## config.mk

```make
export PLATFORM = sky130hd
export DESIGN_NAME = reg_file_sb
export DESIGN_NICKNAME = d
export VERILOG_FILES = /design/src/rtl/reg_pkg.sv /design/src/rtl/rf_scoreboard.sv /design/src/rtl/reg_file_sb.sv
export SDC_FILE = /design/constraint.sdc
export NUM_CORES = 1
export LEC_CHECK = 0
export CAP_MARGIN = 20
export CORE_MARGIN = 2
export CORE_UTILIZATION = 55
export CTS_BUF_LIST = sky130_fd_sc_hd__clkbuf_8
export DETAILED_ROUTE_END_ITERATION = 10
export PLACE_DENSITY = 0.76
export REMOVE_ABC_BUFFERS = 1
export SLEW_MARGIN = 20
export SYNTH_ARGS = -nofsm -noshare
export SYNTH_HDL_FRONTEND = slang
export SYNTH_SLANG_ARGS = --single-unit
```

## constraint.sdc

```tcl
create_clock -name CLK -period 1.75 [get_ports CLK]
set_clock_uncertainty 0.2 [all_clocks]
set_input_delay 0.4375 -clock CLK [delete_from_list [all_inputs] [get_ports CLK]]
set_output_delay 0.4375 -clock CLK [all_outputs]
set_load 0.1 [all_outputs]
```

## src/rtl/reg_pkg.sv

```systemverilog
// Shared defaults and types for the register-stage register file and its scoreboard.
package reg_pkg;
  localparam int DATA_W_DEF = 16;
  localparam int ADDR_W_DEF = 3;

  function automatic int depth(input int aw);
    return 1 << aw;
  endfunction

  typedef logic [DATA_W_DEF-1:0] word_t;
endpackage

```

## src/rtl/rf_scoreboard.sv

```systemverilog
// Per-register busy bits: reserve sets, write-back clears, reserve wins on a tie.
module rf_scoreboard
  import reg_pkg::*;
#(
  parameter int ADDR_W   = ADDR_W_DEF,
  parameter int ZERO_REG = 0
) (
  input  logic                   CLK,
  input  logic                   RSTn,
  input  logic                   RSV,
  input  logic [ADDR_W-1:0]      Addr_R,
  input  logic                   WR,
  input  logic [ADDR_W-1:0]      Addr_W,
  output logic [2**ADDR_W-1:0]   sb_next,
  output logic [2**ADDR_W-1:0]   Busy_vec,
  output logic                   Rsv_conflict
);
  localparam int DEPTH = depth(ADDR_W);

  logic rsv_ok;
  assign rsv_ok = RSV && !((ZERO_REG != 0) && (Addr_R == '0));

  always_comb begin
    sb_next = Busy_vec;
    for (int i = 0; i < DEPTH; i++) begin
      if (RSV && Addr_R == ADDR_W'(i))     sb_next[i] = 1'b1;
      else if (WR && Addr_W == ADDR_W'(i)) sb_next[i] = 1'b0;
    end
    if (ZERO_REG != 0) sb_next[0] = 1'b0;
  end

  always_ff @(posedge CLK or negedge RSTn) begin
    if (!RSTn) begin
      Busy_vec     <= '0;
      Rsv_conflict <= 1'b0;
    end else begin
      Busy_vec     <= sb_next;
      // Judged against pre-update state; a same-cycle write does not mask it.
      Rsv_conflict <= rsv_ok && Busy_vec[Addr_R];
    end
  end
endmodule

```

## src/rtl/reg_file_sb.sv

```systemverilog
// Two-read/one-write register file with write-first bypass and a busy scoreboard.
module reg_file_sb
  import reg_pkg::*;
#(
  parameter int DATA_W   = DATA_W_DEF,
  parameter int ADDR_W   = ADDR_W_DEF,
  parameter int ZERO_REG = 0
) (
  input  logic                 CLK,
  input  logic                 RSTn,
  input  logic                 RD_EN,
  input  logic [ADDR_W-1:0]    Addr_A,
  input  logic [ADDR_W-1:0]    Addr_B,
  input  logic                 WR,
  input  logic [ADDR_W-1:0]    Addr_W,
  input  logic [DATA_W-1:0]    Data_in,
  input  logic                 RSV,
  input  logic [ADDR_W-1:0]    Addr_R,
  output logic [DATA_W-1:0]    Src,
  output logic [DATA_W-1:0]    Dest,
  output logic                 Rd_valid,
  output logic                 Src_busy,
  output logic                 Dest_busy,
  output logic                 Rsv_conflict,
  output logic [2**ADDR_W-1:0] Busy_vec
);
  localparam int DEPTH = depth(ADDR_W);

  logic [DATA_W-1:0] rf [DEPTH];
  logic [DEPTH-1:0]  sb_next;
  logic              wr_ok;
  logic [DATA_W-1:0] rd_a, rd_b;

  assign wr_ok = WR && !((ZERO_REG != 0) && (Addr_W == '0));

  rf_scoreboard #(.ADDR_W(ADDR_W), .ZERO_REG(ZERO_REG)) u_sb (
    .CLK          (CLK),
    .RSTn         (RSTn),
    .RSV          (RSV),
    .Addr_R       (Addr_R),
    .WR           (WR),
    .Addr_W       (Addr_W),
    .sb_next      (sb_next),
    .Busy_vec     (Busy_vec),
    .Rsv_conflict (Rsv_conflict)
  );

  always_comb begin
    rd_a = rf[Addr_A];
    rd_b = rf[Addr_B];
    if (wr_ok && Addr_W == Addr_A) rd_a = Data_in;
    if (wr_ok && Addr_W == Addr_B) rd_b = Data_in;
    if ((ZERO_REG != 0) && Addr_A == '0) rd_a = '0;
    if ((ZERO_REG != 0) && Addr_B == '0) rd_b = '0;
  end

  always_ff @(posedge CLK or negedge RSTn) begin
    if (!RSTn) begin
      for (int i = 0; i < DEPTH; i++) rf[i] <= '0;
    end else if (wr_ok) begin
      rf[Addr_W] <= Data_in;
    end
  end

  always_ff @(posedge CLK or negedge RSTn) begin
    if (!RSTn) begin
      Src       <= '0;
      Dest      <= '0;
      Rd_valid  <= 1'b0;
      Src_busy  <= 1'b0;
      Dest_busy <= 1'b0;
    end else begin
      Rd_valid <= RD_EN;
      if (RD_EN) begin
        Src       <= rd_a;
        Dest      <= rd_b;
        // Post-update busy view so issue logic sees this cycle's reserve/write-back.
        Src_busy  <= sb_next[Addr_A];
        Dest_busy <= sb_next[Addr_B];
      end
    end
  end
endmodule

```

==> out/qor.csv, run 1 <==
metric,value,unit
overflow,0,
initial_core_util,0.565,
fin_cells,1103,
floorplan.die_area,0.0174,mm^2
synth_top_flop_cell,sky130_fd_sc_hd__dfrtp_1,
path_class,reg2out,
slew_viol_final,0,
outcome,completed,
dr_wl_met3,2040,um
cts_htree_levels,4,
io-pin-count,77,
totalWireLength,25500,um
antenna_cells,0,
synth_top_area_share,0.478,
drt-met1-wl,10200,um
setup_viol,0,
chipHeight,132,um
gp_congestion,0.861,
static-leakage-power,5.26,nW
fillerInstances,1027,
peak_ir_drop_on_the_vdd_network,0.000724,V
finalHoldViolCount,0,
dieWidth,132,um
finalPower,13.7,mW
worstPathCellList,buf_12,
post-dp-hpwl,17300,um
crit_required,1.11,ns
grt_max_degree,47,
timing.critical_path.buf_inv,1,
vias_per_cell,6.32,
synth-seq-area-share,0.478,
yosys_register_bits,172,
post_synth_num_cell_types,45,
asyncSetResetFlopFracSynth,1.00,
worst_skew_pair.late_latency,0.47,ns
grt_antenna_before_repair,0,
tritoncts_clock_tree,yes,
portBuffers,76,
routed.top_layer,met4,
nNetsFinal,908,
worst-slew-pin-transition,0.401,ns
worstPathMaxFanout,2,
yosysWarningCount,0,
critPathArrivalTime,1.11,ns
count_of_flip_flops_with_a_built_in_enable_after_synthesis,0,
num_rows,46,
cts_root_buffer,sky130_fd_sc_hd__clkbuf_8,
max-cap-violations,0,
netlist.top_cell.by_area,sky130_fd_sc_hd__dfrtp_1,
dr.pass1.iters,5,
slowest_stage,sky130_fd_sc_hd__dfrtp_1,
cpLargestDelayFamily,flip-flops,
grtUsageTotal,0.300,
grt_setup_unrepaired,true,
max_slew_margin,0.732,
cellPowerDensity,1170,mW/mm^2
clock_sink_total,172,
endpoint_kind,output port,
syn_to_final_growth,30.7,%
route.detailed.wl_per_inst,23.1,um
critPathLaunchType,flip-flop,
final_antenna_net_count,0,
period_share,0.998,
place_inst,1055,
final_layout_size_suffix_gt1_frac,0.423,
mappedNetlistArea,0.00900,mm^2
core_area,0.0159,mm^2
syn_area_per_cell,12.2,um^2
ctsLongestPathBuffers,2,
drc_errors,0,
crit_path_max_incr_delay,0.44,ns
post_cts_clock_slew_at_the_launch_and_capture_registers_of_the_worst_setup_and_hold_paths,0.09,ns
dr_wl_met2,12400,um
dr_total_vias,6975,
max_clock_freq,573,MHz
postSynthCellCount,739,
drtIter0Drc,878,
numCtsBuffers,17,
yosys-top-cells-area,"sky130_fd_sc_hd__dfrtp_1, sky130_fd_sc_hd__mux4_2, sky130_fd_sc_hd__mux2_2",
global_route_wire_length_before_repair,39600,um
min-delay-path-class,in2async,
grt_pass1_vias,7122,
period_needed,1.75,ns
## cell families after synthesis
kind of cell	count (synthesis)	share of synthesized area
multiplexers	179	0.302
AND/OR/NAND/NOR	216	0.117
flip-flops	172	0.478
buffers and inverters	72	0.0342
XOR/XNOR	6	0.00584
AO/OA/AOI/OAI	94	0.0634
## cells in the final DEF (no fill, tap or decap), types with 10 or more instances in the layout
master | synthesis | routed
sky130_fd_sc_hd__dfrtp_1 | 172 | 162
sky130_fd_sc_hd__nand2_1 | 149 | 149
sky130_fd_sc_hd__mux2_2 | 80 | 80
sky130_fd_sc_hd__buf_4 | 2 | 78
sky130_fd_sc_hd__mux4_2 | 66 | 66
sky130_fd_sc_hd__buf_12 | 0 | 58
sky130_fd_sc_hd__nor2b_1 | 37 | 37
sky130_fd_sc_hd__a21oi_1 | 34 | 34
sky130_fd_sc_hd__mux2i_1 | 33 | 33
sky130_fd_sc_hd__clkbuf_8 | 0 | 22
sky130_fd_sc_hd__clkdlybuf4s50_1 | 0 | 19
sky130_fd_sc_hd__o21ai_0 | 32 | 18
sky130_fd_sc_hd__buf_6 | 1 | 11
sky130_fd_sc_hd__dfrtp_2 | 0 | 10
sky130_fd_sc_hd__o21ai_1 | 0 | 10
## cell usage after synthesis, types with 3 or more instances
cell,count
sky130_fd_sc_hd__nand2_1,149
sky130_fd_sc_hd__nor3_1,5
sky130_fd_sc_hd__a21oi_1,34
sky130_fd_sc_hd__mux2i_1,33
sky130_fd_sc_hd__inv_1,6
sky130_fd_sc_hd__dfrtp_1,172
sky130_fd_sc_hd__clkbuf_1,40
sky130_fd_sc_hd__buf_2,18
sky130_fd_sc_hd__nand2b_1,3
sky130_fd_sc_hd__nor2b_1,37
sky130_fd_sc_hd__nor2_1,3
sky130_fd_sc_hd__a21o_1,5
sky130_fd_sc_hd__xor2_1,6
sky130_fd_sc_hd__a211oi_1,6
sky130_fd_sc_hd__mux2_2,80
sky130_fd_sc_hd__o21ai_0,32
sky130_fd_sc_hd__buf_1,3
sky130_fd_sc_hd__mux4_2,66
## metrics by stage
stage / util / setup slack (ns) / setup TNS (ns) / hold slack (ns) / instance area, um^2
after floorplan: - / -1.28 / -37.38 / -0.0581 / 8720
after global placement: 0.693 / -0.727 / -92.80 / 0.0996 / 11100
after detailed placement: 0.693 / -0.807 / -102.54 / 0.0994 / 11100
after CTS: 0.732 / -0.0223 / -0.102 / 0.170 / 11700
after global routing: 0.738 / -0.0327 / -0.292 / 0.187 / 11800
final: 0.738 / 0.00429 / 0 / 0.187 / 11800
## routing by layer
| metal | global-route usage | vias up |
|---|---|---|
| met2 | 0.480 | 374 |
| li1 | - | 2924 |
| met1 | 0.408 | 3600 |
| met4 | 0.103 | 0 |
| met5 | 0 | - |
| met3 | 0.0688 | 77 |
## worst reg2reg max path, stage by stage (launching register included)
cell and delay [ns]:
sky130_fd_sc_hd__dfrtp_1 0.42, sky130_fd_sc_hd__buf_4 0.15, sky130_fd_sc_hd__a32o_2 0.26, sky130_fd_sc_hd__o2111a_1 0.26, sky130_fd_sc_hd__a22o_1 0.21
## what timing repair did
item                                    in CTS  in global routing
gates resized for setup                     39                 43
hold buffers                                 1                  0
pin swaps                                    7                  3
endpoints found under the setup margin     170                 61
cloned                                       1                  1
setup buffers                               13                  1
endpoints found under the hold margin      172                  0
## where the power goes
part	internal [mW]	switching, mW	total, mW
sequential	4.83	0.743	5.57
clock	1.30	1.44	2.74
combinational	2.44	2.98	5.42
## path summary, 6_finish.rpt
path,start,to,slack [ns],depth (start not counted)
worst max-delay path,Dest[1],Dest[1],0.004,1
worst min-delay path,RSTn,rf[46],0.19,2
worst max register to register,u_sb.Busy_vec[2],Src_busy,0.15,4
worst min register to register,rf[114],rf[114],0.31,2
max in group asynchronous,RSTn,Dest[6],0.58,3
min in group CLK,rf[114],rf[114],0.31,2
## layout make-up
type,count,area [um^2],area share
Inverter,8,30.0,0.00255
Timing Repair Buffer,181,2180,0.186
Clock inverter,9,88.8,0.00755
Multi-Input combinational cell,495,4580,0.389
Tap cell,216,270,0.0230
Sequential cell,172,4320,0.367
Clock buffer,22,303,0.0257
## sequential cells by signal, indices dropped and copies added, names as in the netlist
| signal | flops |
|---|---|
| u_sb.Rsv_conflict | 1 |
| Src_busy | 1 |
| Src | 16 |
| Rd_valid | 1 |
| u_sb.Busy_vec | 8 |
| rf | 128 |
| Dest_busy | 1 |
| Dest | 16 |
Note: power is estimated with default switching activity, not from simulation.
==> inputs of run 2 (changes only) <==
==> constraint.sdc (replaced) <==
create_clock -name CLK -period 1.75 [get_ports CLK]
set_clock_uncertainty 0.2 [all_clocks]
set_input_delay 0.2625 -clock CLK [delete_from_list [all_inputs] [get_ports CLK]]
set_output_delay 0.2625 -clock CLK [all_outputs]
set_load 0.1 [all_outputs]
==> out/qor.csv, run 2 (synthesis gave the netlist of run 1 again) <==
metric,value,unit,change
outcome,completed,,
cellPowerDensity,1200,mW/mm^2,+2.5%
mostFrequentLayoutCells,"sky130_fd_sc_hd__dfrtp_1, sky130_fd_sc_hd__nand2_1, sky130_fd_sc_hd__mux2_2",,
grt_antenna_before_repair,0,,unchanged
gp_congestion,0.862,,+0.10%
setup_viol,0,,unchanged
ctsLongestPathBuffers,2,,unchanged
nNetsFinal,893,,-1.7%
global_route_wire_length_before_repair,39400,um,-0.56%
numCtsBuffers,17,,unchanged
route.detailed.wl_per_inst,23.0,um,-0.61%
grtUsageTotal,0.297,,-0.00259
max_clock_freq,607,MHz,+6.0%
dr_total_vias,6842,,-1.9%
min_delay_startpoint,RD_EN,,
period_share,0.941,,-0.0567
max-cap-violations,0,,unchanged
vias_per_cell,6.29,,-0.55%
worstPathCellList,buf_12,,
largest_reg_flops,128,,unchanged
crit_required,1.29,ns,+0.18 ns
clock_sink_total,172,,unchanged
syn_to_final_growth,28.7,%,
r2r_setup_slack,0.16,ns,about the same
min_path_cells,2,,
initial_core_util,0.565,,unchanged
grt_pass1_vias,7139,,+0.24%
critPathArrivalTime,1.18,ns,+0.07 ns
post-dp-hpwl,17400,um,+0.95%
cts_htree_levels,4,,unchanged
period_needed,1.65,ns,-0.0992 ns
final_layout_size_suffix_gt1_frac,0.382,,-0.0409
biggestRegsByFlops,"rf (128), Dest (16), Src (16)",,
slowest_stage,sky130_fd_sc_hd__dfrtp_1,,
worst-r2r-cell-count,3,,-1
min-delay-path-class,in2reg,,
crit_path_max_incr_delay,0.50,ns,+0.06 ns
rr_endpoint,Dest[0],,
core_area,0.0159,mm^2,unchanged
setup.worst_path.start,u_sb.Busy_vec[1],,
critPathLaunchType,flip-flop,,
timing.critical_path.buf_inv,1,,unchanged
largest-register,rf,,
worstPathMaxFanout,5,,+3
dr.pass1.iters,5,,unchanged
worst_skew_pair.late_latency,0.47,ns,about the same
drc_errors,0,,unchanged
num_rows,46,,unchanged
io-pin-count,77,,unchanged
portBuffers,76,,unchanged
r2r-start,rf[64],,
layout.cells.most_common,sky130_fd_sc_hd__dfrtp_1,,
peak_ir_drop_on_the_vdd_network,0.000701,V,-3.1%
slew_viol_final,0,,unchanged
max_slew_margin,0.690,,-0.0413
grt_setup_unrepaired,false,,
post_cts_clock_slew_at_the_launch_and_capture_registers_of_the_worst_setup_and_hold_paths,0.09,ns,about the same
cpLargestDelayFamily,flip-flops,,
overflow,0,,unchanged
finalHoldViolCount,0,,unchanged
endpoint_kind,output port,,
dieWidth,132,um,unchanged
path_class,reg2out,,
worst-slew-pin-transition,0.465,ns,+0.0631 ns
worst_hold_slack,0.0552,ns,-0.132 ns
floorplan.die_area,0.0174,mm^2,unchanged
antenna_cells,0,,unchanged
chipHeight,132,um,unchanged
totalWireLength,25000,um,-2.0%
grt_max_degree,43,,-8.5%
cts_root_buffer,sky130_fd_sc_hd__clkbuf_8,,
finalPower,13.9,mW,+0.89%
final_antenna_net_count,0,,unchanged
static-leakage-power,5.20,nW,-1.1%
hold-path-endpoint,Rd_valid,,
drtIter0Drc,729,,-17%
tritoncts_clock_tree,yes,,
run 2: changes by cell type in the layout (fill, tap and decap cells not counted), moves of 6 or more:
cell	delta
sky130_fd_sc_hd__buf_6	-6
sky130_fd_sc_hd__o21ai_0	+11
sky130_fd_sc_hd__dfrtp_1	+10
sky130_fd_sc_hd__buf_4	-11
sky130_fd_sc_hd__o21ai_1	-7
sky130_fd_sc_hd__dfrtp_2	-10
run 2: worst max-delay path by stage:
stage / to / slack (ns) / cells past startpoint
final: Busy_vec[1] / 0.10 / 1
after global routing: Src_busy / 0.04 / 7
after CTS: Src[14] / -0.04 / 8
after detailed placement: Dest[1] / -0.61 / 6
after global placement: Dest_busy / -0.57 / 6
after floorplan: Dest_busy / -1.10 / 4
run 2: area by class of cell:
type,count,area [um^2]
Sequential cell,172,4300
Clock buffer,18,248
Tap cell,216,270
Multi-Input combinational cell,495,4480
Clock inverter,13,174
Timing Repair Buffer,166,2080
Fill cell,1018,4360
Inverter,8,30.0
run 2: worst reg2reg max path, cell delays in order, from the launching register on:
cell                      delay [ns]
sky130_fd_sc_hd__dfrtp_1        0.41
sky130_fd_sc_hd__mux4_2         0.48
sky130_fd_sc_hd__mux2i_1        0.25
sky130_fd_sc_hd__o21ai_0        0.12
run 2: repair_timing:
action                                 CTS  global route
buffers inserted                         0             3
pin swaps                                0             1
hold buffers                             1             0
endpoints found under the hold margin  172             0
gates resized for setup                  7            12
setup endpoints to repair               46            41
run 2: power by group:
group	internal [mW]	total [mW]	switching [mW]
logic	2.36	5.26	2.90
clock network	1.57	3.01	1.44
registers	4.82	5.60	0.779
total	8.75	13.9	5.11
run 2: through the flow:
| stage | setup TNS (ns) | worst slack, ns | instances | util | area (um^2) |
|---|---|---|---|---|---|
| 4_1_cts | -0.165 | -0.0389 | 1085 | 0.723 | 11500 |
| 6_report | 0 | 0.103 | 1088 | 0.727 | 11600 |
| 3_3_place_gp | -65.12 | -0.574 | 1053 | 0.695 | 11100 |
| 5_1_grt | 0 | 0.0355 | 1088 | 0.727 | 11600 |
| 2_1_floorplan | -24.68 | -1.10 | 675 | - | 8720 |
| 3_5_place_dp | -73.88 | -0.615 | 1053 | 0.695 | 11100 |
run 2: per-layer routing:
metal,track usage,up-vias,share of wire
met5,0,-,0
met4,0.126,0,0.030
met3,0.0611,57,0.077
met2,0.462,353,0.48
met1,0.412,3533,0.41
li1,-,2899,-
